[src/rtl/serial_tx.sv]
// serial_tx: parallel-in, serial-out frame transmitter.
// Sends start bit, WIDTH data bits LSB first, then a stop bit.
module serial_tx #(
  parameter int WIDTH        = 8,
  parameter int CLKS_PER_BIT = 4
) (
  input  logic             clk,
  input  logic             reset,
  input  logic [WIDTH-1:0] tx_data,
  input  logic             tx_valid,
  output logic             tx_ready,
  output logic             tx_out,
  output logic             busy
);

  localparam int CW = (CLKS_PER_BIT > 1) ? $clog2(CLKS_PER_BIT) : 1;
  localparam int BW = (WIDTH > 1) ? $clog2(WIDTH) : 1;

  localparam logic [CW-1:0] CNT_LAST = CW'(CLKS_PER_BIT - 1);
  localparam logic [BW-1:0] BIT_LAST = BW'(WIDTH - 1);

  localparam logic [1:0] S_IDLE  = 2'd0;
  localparam logic [1:0] S_START = 2'd1;
  localparam logic [1:0] S_DATA  = 2'd2;
  localparam logic [1:0] S_STOP  = 2'd3;

  logic [1:0]       state_q, state_d;
  logic [CW-1:0]    cnt_q, cnt_d;
  logic [BW-1:0]    bit_q, bit_d;
  logic [WIDTH-1:0] shift_q, shift_d;
  logic             cnt_end;

  assign cnt_end = (cnt_q == CNT_LAST);

  // Next-state: sequence the frame and pace each bit by the cycle counter.
  always_comb begin
    state_d = state_q;
    cnt_d   = cnt_q;
    bit_d   = bit_q;
    shift_d = shift_q;
    unique case (state_q)
      S_IDLE: begin
        if (tx_valid) begin
          shift_d = tx_data;
          cnt_d   = '0;
          bit_d   = '0;
          state_d = S_START;
        end
      end
      S_START: begin
        if (cnt_end) begin
          cnt_d   = '0;
          state_d = S_DATA;
        end else begin
          cnt_d = cnt_q + 1'b1;
        end
      end
      S_DATA: begin
        if (cnt_end) begin
          cnt_d   = '0;
          shift_d = shift_q >> 1;
          if (bit_q == BIT_LAST) begin
            bit_d   = '0;
            state_d = S_STOP;
          end else begin
            bit_d = bit_q + 1'b1;
          end
        end else begin
          cnt_d = cnt_q + 1'b1;
        end
      end
      S_STOP: begin
        if (cnt_end) begin
          cnt_d   = '0;
          state_d = S_IDLE;
        end else begin
          cnt_d = cnt_q + 1'b1;
        end
      end
      default: begin
        state_d = S_IDLE;
        cnt_d   = '0;
        bit_d   = '0;
      end
    endcase
  end

  // State registers; reset drops any frame in flight.
  always_ff @(posedge clk or negedge reset) begin
    if (!reset) begin
      state_q <= S_IDLE;
      cnt_q   <= '0;
      bit_q   <= '0;
      shift_q <= '0;
    end else begin
      state_q <= state_d;
      cnt_q   <= cnt_d;
      bit_q   <= bit_d;
      shift_q <= shift_d;
    end
  end

  // Outputs decoded from state only, so the line idles high under reset.
  always_comb begin
    tx_out   = 1'b1;
    tx_ready = 1'b0;
    busy     = 1'b1;
    unique case (1'b1)
      (state_q == S_IDLE): begin
        tx_ready = 1'b1;
        busy     = 1'b0;
      end
      (state_q == S_START): tx_out = 1'b0;
      (state_q == S_DATA):  tx_out = shift_q[0];
      default:              tx_out = 1'b1;
    endcase
  end

endmodule
[config.mk]
export PLATFORM = sky130hd
export DESIGN_NAME = serial_tx
export DESIGN_NICKNAME = d
export VERILOG_FILES = /design/src/rtl/serial_tx.sv
export SDC_FILE = /design/constraint.sdc
export NUM_CORES = 1
export LEC_CHECK = 0
export BUFFER_PORTS_ARGS = -buffer_cell sky130_fd_sc_hd__buf_2
export CAP_MARGIN = 20
export CORE_UTILIZATION = 45
export DETAILED_ROUTE_END_ITERATION = 16
export PLACE_DENSITY_LB_ADDON = 0.1
export SETUP_SLACK_MARGIN = 0.15
export SLEW_MARGIN = 20
export SYNTH_ARGS = -nofsm -noshare
export SYNTH_HDL_FRONTEND = slang
export SYNTH_SLANG_ARGS = --single-unit
[constraint.sdc]
create_clock -name clk -period 4.55 [get_ports clk]
set_input_delay 0.91 -clock clk [delete_from_list [all_inputs] [get_ports clk]]
set_output_delay 0.91 -clock clk [all_outputs]
set_load 0.03 [all_outputs]
# Word level (Yosys, flattened, before mapping)
# Index checks and enable logic that the tools add are counted.
totals:
  out_inout_bits: 3
  regBits: 15
  wordCells: 40
op_classes:
  eq_ne: 10
  addsub: 2
  n_reduce_logical: 5
  n_mux: 19
ops:
  columns: ["operator", "n"]
  rows:
  - ["$mux W8", 2]
  - ["$pmux W8 S2", 1]
  - ["$mux W2", 7]
  - ["$ne A2 B2 Y1 const B", 5]
  - ["$mux W3", 3]
  - ["$pmux W2 S4", 1]
  - ["$eq A2 B2 Y1 const B", 3]
  - ["$pmux W3 S2", 1]
  - ["$reduce_and A5 Y1", 1]
  - ["$pmux W2 S2", 1]
  - ["$add A3 B1 Y3 const B", 1]
  - ["$eq A3 B3 Y1 const B", 1]
  - ["$reduce_and A3 Y1", 1]
  - ["$reduce_or A3 Y1", 1]
  - ["$add A2 B1 Y2 const B", 1]
  - ["$eq A2 B1 Y1 const B", 1]
  - ["$logic_not A2 Y1", 1]
  - ["$mux W1", 2]
  - ["$pmux W1 S2", 1]
  - ["$reduce_bool A2 Y1", 1]

# Logic depth before layout (Yosys ltp)
logic_depth:
  depth_word: 4
  depth_mapped: 6
  depth_no_buf: 5

# Worst setup path after synthesis
# No wires, ideal clock.
synth_path:
  path_type: "register -> output"
  from: "register state_q[0]"
  to: "output port tx_out"
  stages_incl_launch_ff: 6
  arrival_time_ps: 1685
  n_path_buf: 2
  slack_ps: 1955
  cell_sequence: "dfrtp_1 inv_1 ha_1 buf_6 clkbuf_1 o21ai_0"
synth_via:
  elab_chain_cells: 2
  word_cells_on_any_way: 3
synth_rtl:
  columns: ["item", "line", "text"]
  rows:
  - ["start: declaration", "27", "logic [1:0] state_q, state_d;"]
  - ["start signal: assignment", "96", "state_q <= state_d;"]
  - ["$eq A2 B2 Y1 or $eq A2 B1 Y1 (tied branches)", "114, 113", null]
  - ["$pmux W1 S2 *", "108", "unique case (1'b1)"]
  - ["end: declaration", "12", "output logic tx_out,"]
# Every way passes the cells marked *; elsewhere a longest branch is shown, timed or not.

# Worst setup path after layout
# Same ends and word-level chain as after synthesis.

==> run metrics <==
Yosys reg bits 15; final hold violations 0; Mapped Area 867 µm²; nets@finish 107; initial antenna violation count 0; vias in the first global route 486; Reg clk slew, reported paths 0.08 ns; FF-to-FF End shift_q[5]; gpl congestion 0.715; critical path endpoint category output port; CTS tree yes; power density cells 722 mW/mm²; DR pass1 iterations 2; Crit Path Class flip-flop to output port; I/O Buffers 13; CP max stage delay 0.54 ns; area leader, netlist dfrtp_1; Synth async-reset ratio 1.00; area grow syn2layout 12.4%; path depth of the worst reg2reg path 5; number of I/O pins 14; # resized after CTS 0; largest net degree at the start of global routing 17; final period utilization 0.591; status finished, final reports clean; CTS root buf clkbuf_4; WP buf/inv 2; max-slew violation count 0; Max-cap violations 0; clk sinks 15; Synth Warn # 0; Max H-tree Level 1; relative slew slack 0.626; diode count 0; LEAKAGE 0.000463 µW; Critical Path, Cell by Cell inv_1 > ha_1 > nand2_1 > o21ai_0 > buf_2; r2r setup slk 2.35 ns; via/cell ratio 4.86; Site Rows 15; Crit path max-delay family adder cells; Synth Instances 71; worst vdd ir 0.498 mV; total CTS buffers 3; detailed-route via count 540; ys flop type dfrtp_1; worst min path class flip-flop to flip-flop; Yosys top cell area share 0.433; critical path startpoint category flip-flop; initial core utilization 0.491; slowest CP cell ha_1; sequential share of the synthesized area 0.433; Least-Margin Pin Slew 0.561 ns; DIE AREA 0.00211 mm²; syn nets 91; total negative setup slack 0 ns; die span in x 45.9 µm; DRC viols 0; layout cells sized above 1 0.407; CTS Hold Buffers Added 0; largest cells by area after synthesis dfrtp_1 43%, mux2_2 21%, ha_1 13%, inv_1 2.6%, mux2i_1 2.3%; number of flops mapped to enable cells by yosys 0; Synth cell types 22; hold endpoint shift_q[2]; Achievable Freq 372 MHz; critical path peak fanout 16; Clock Latency Late Sink 0.27 ns; Hold Path Depth 1; Die Ht 45.9 µm; Reg-to-Reg Start state_q[0]; DR iter-0 viols 2; Setup-failing EPs final 0; Pwr Total 704 µW; Setup Fix Bufs, Post-CTS 0; post-route clock skew 0.00358 ns; crit path launch state_q[0]; Syn Area/Cell 12.2 µm²; Hold Path Origin shift_q[2]; total track usage 0.144; FILL cells 178; core area 0.00176 mm²; post-DP HPWL 970 µm; drt wl/cell 11.5 µm; grt total ovfl 0; Critical Path RT 3.64 ns; total wire length 1280 µm; antenna-violating nets left 0; RSZ-0062 raised after global routing no; Worst Path Arrival 1.78 ns; Clock Path Buffers 2; Tmin final 2.69 ns; first-pass GRT wire length 2060 µm
per-layer routing:
layer	global-route usage	up-vias	share of wire
met3	0.0714	2	0.049
li1	-	277	-
met4	0.0529	0	0.0094
met5	0	-	0
met1	0.170	252	0.48
met2	0.223	9	0.46
synth_stat cells, drive strengths merged (2+ instances only):
cell and number:
nor3 2, dfrtp 15, nor2 2, mux2 16, o21ai 4, ha 9
mux2i 2, nand2 3, inv 6
per-stage QoR:
stage	hold WS [ns]	util	cell area [µm²]	instances	setup WS, ns
after floorplan	0.462	-	867	71	1.96
after global placement	0.480	0.538	948	107	2.22
after detailed placement	0.492	0.538	948	107	2.19
after CTS	0.507	0.552	975	111	1.84
after global routing	0.529	0.552	975	111	1.64
final	0.506	0.552	975	111	1.86
cell usage in the layout (no fill, tap or decap), drive strengths merged:
master	instances
mux2i	2
nor3	2
mux2	16
o221ai	1
o31ai	1
ha	9
and2b	1
a22o	1
nand4	1
and3	1
or2b	1
inv	6
nor3b	1
o21ai	4
clkbuf	4
nor2b	1
buf	13
a21oi	1
nor2	2
dfrtp	15
nand2	3
sequential cells by signal (all words and copies together) (netlist names):
signal and count:
shift_q 8, state_q 2, bit_q 3, cnt_q 2
how the worst max path moves through the flow:
| stage | endpoint | slack (ns) | cells after the start |
|---|---|---|---|
| 2_1_floorplan | tx_out | 1.96 | 5 |
| 3_3_place_gp | tx_out | 2.22 | 5 |
| 3_5_place_dp | tx_out | 2.19 | 5 |
| 4_1_cts | tx_out | 1.84 | 5 |
| 5_1_grt | tx_out | 1.64 | 5 |
| 6_report | tx_out | 1.86 | 5 |
kinds of logic (layout without fill, tap and decap cells):
group	count (synthesis)	after routing	synth area share
flops	15	15	0.433
buf+inv	8	23	0.0433
compound gates	8	8	0.0577
mux	18	18	0.231
fa+ha+maj	9	9	0.130
simple gates	13	13	0.105
cell type report:
class                   instances  area (µm²)  share of cell area
well taps                      25        31.3              0.0321
multi-input cells              48         454               0.466
clock buffers                   4        26.3              0.0270
flip-flops and latches         15         375               0.385
repair buffers                 13        65.1              0.0668
inverters                       6        22.5              0.0231
power by group:
part	leakage [µW]	switching, µW	internal, µW
Clock	0.0000150	37.2	34.0
Combinational	0.000264	198	198
Sequential	0.000184	37.6	199
Note: power is estimated with default switching activity, not from simulation.
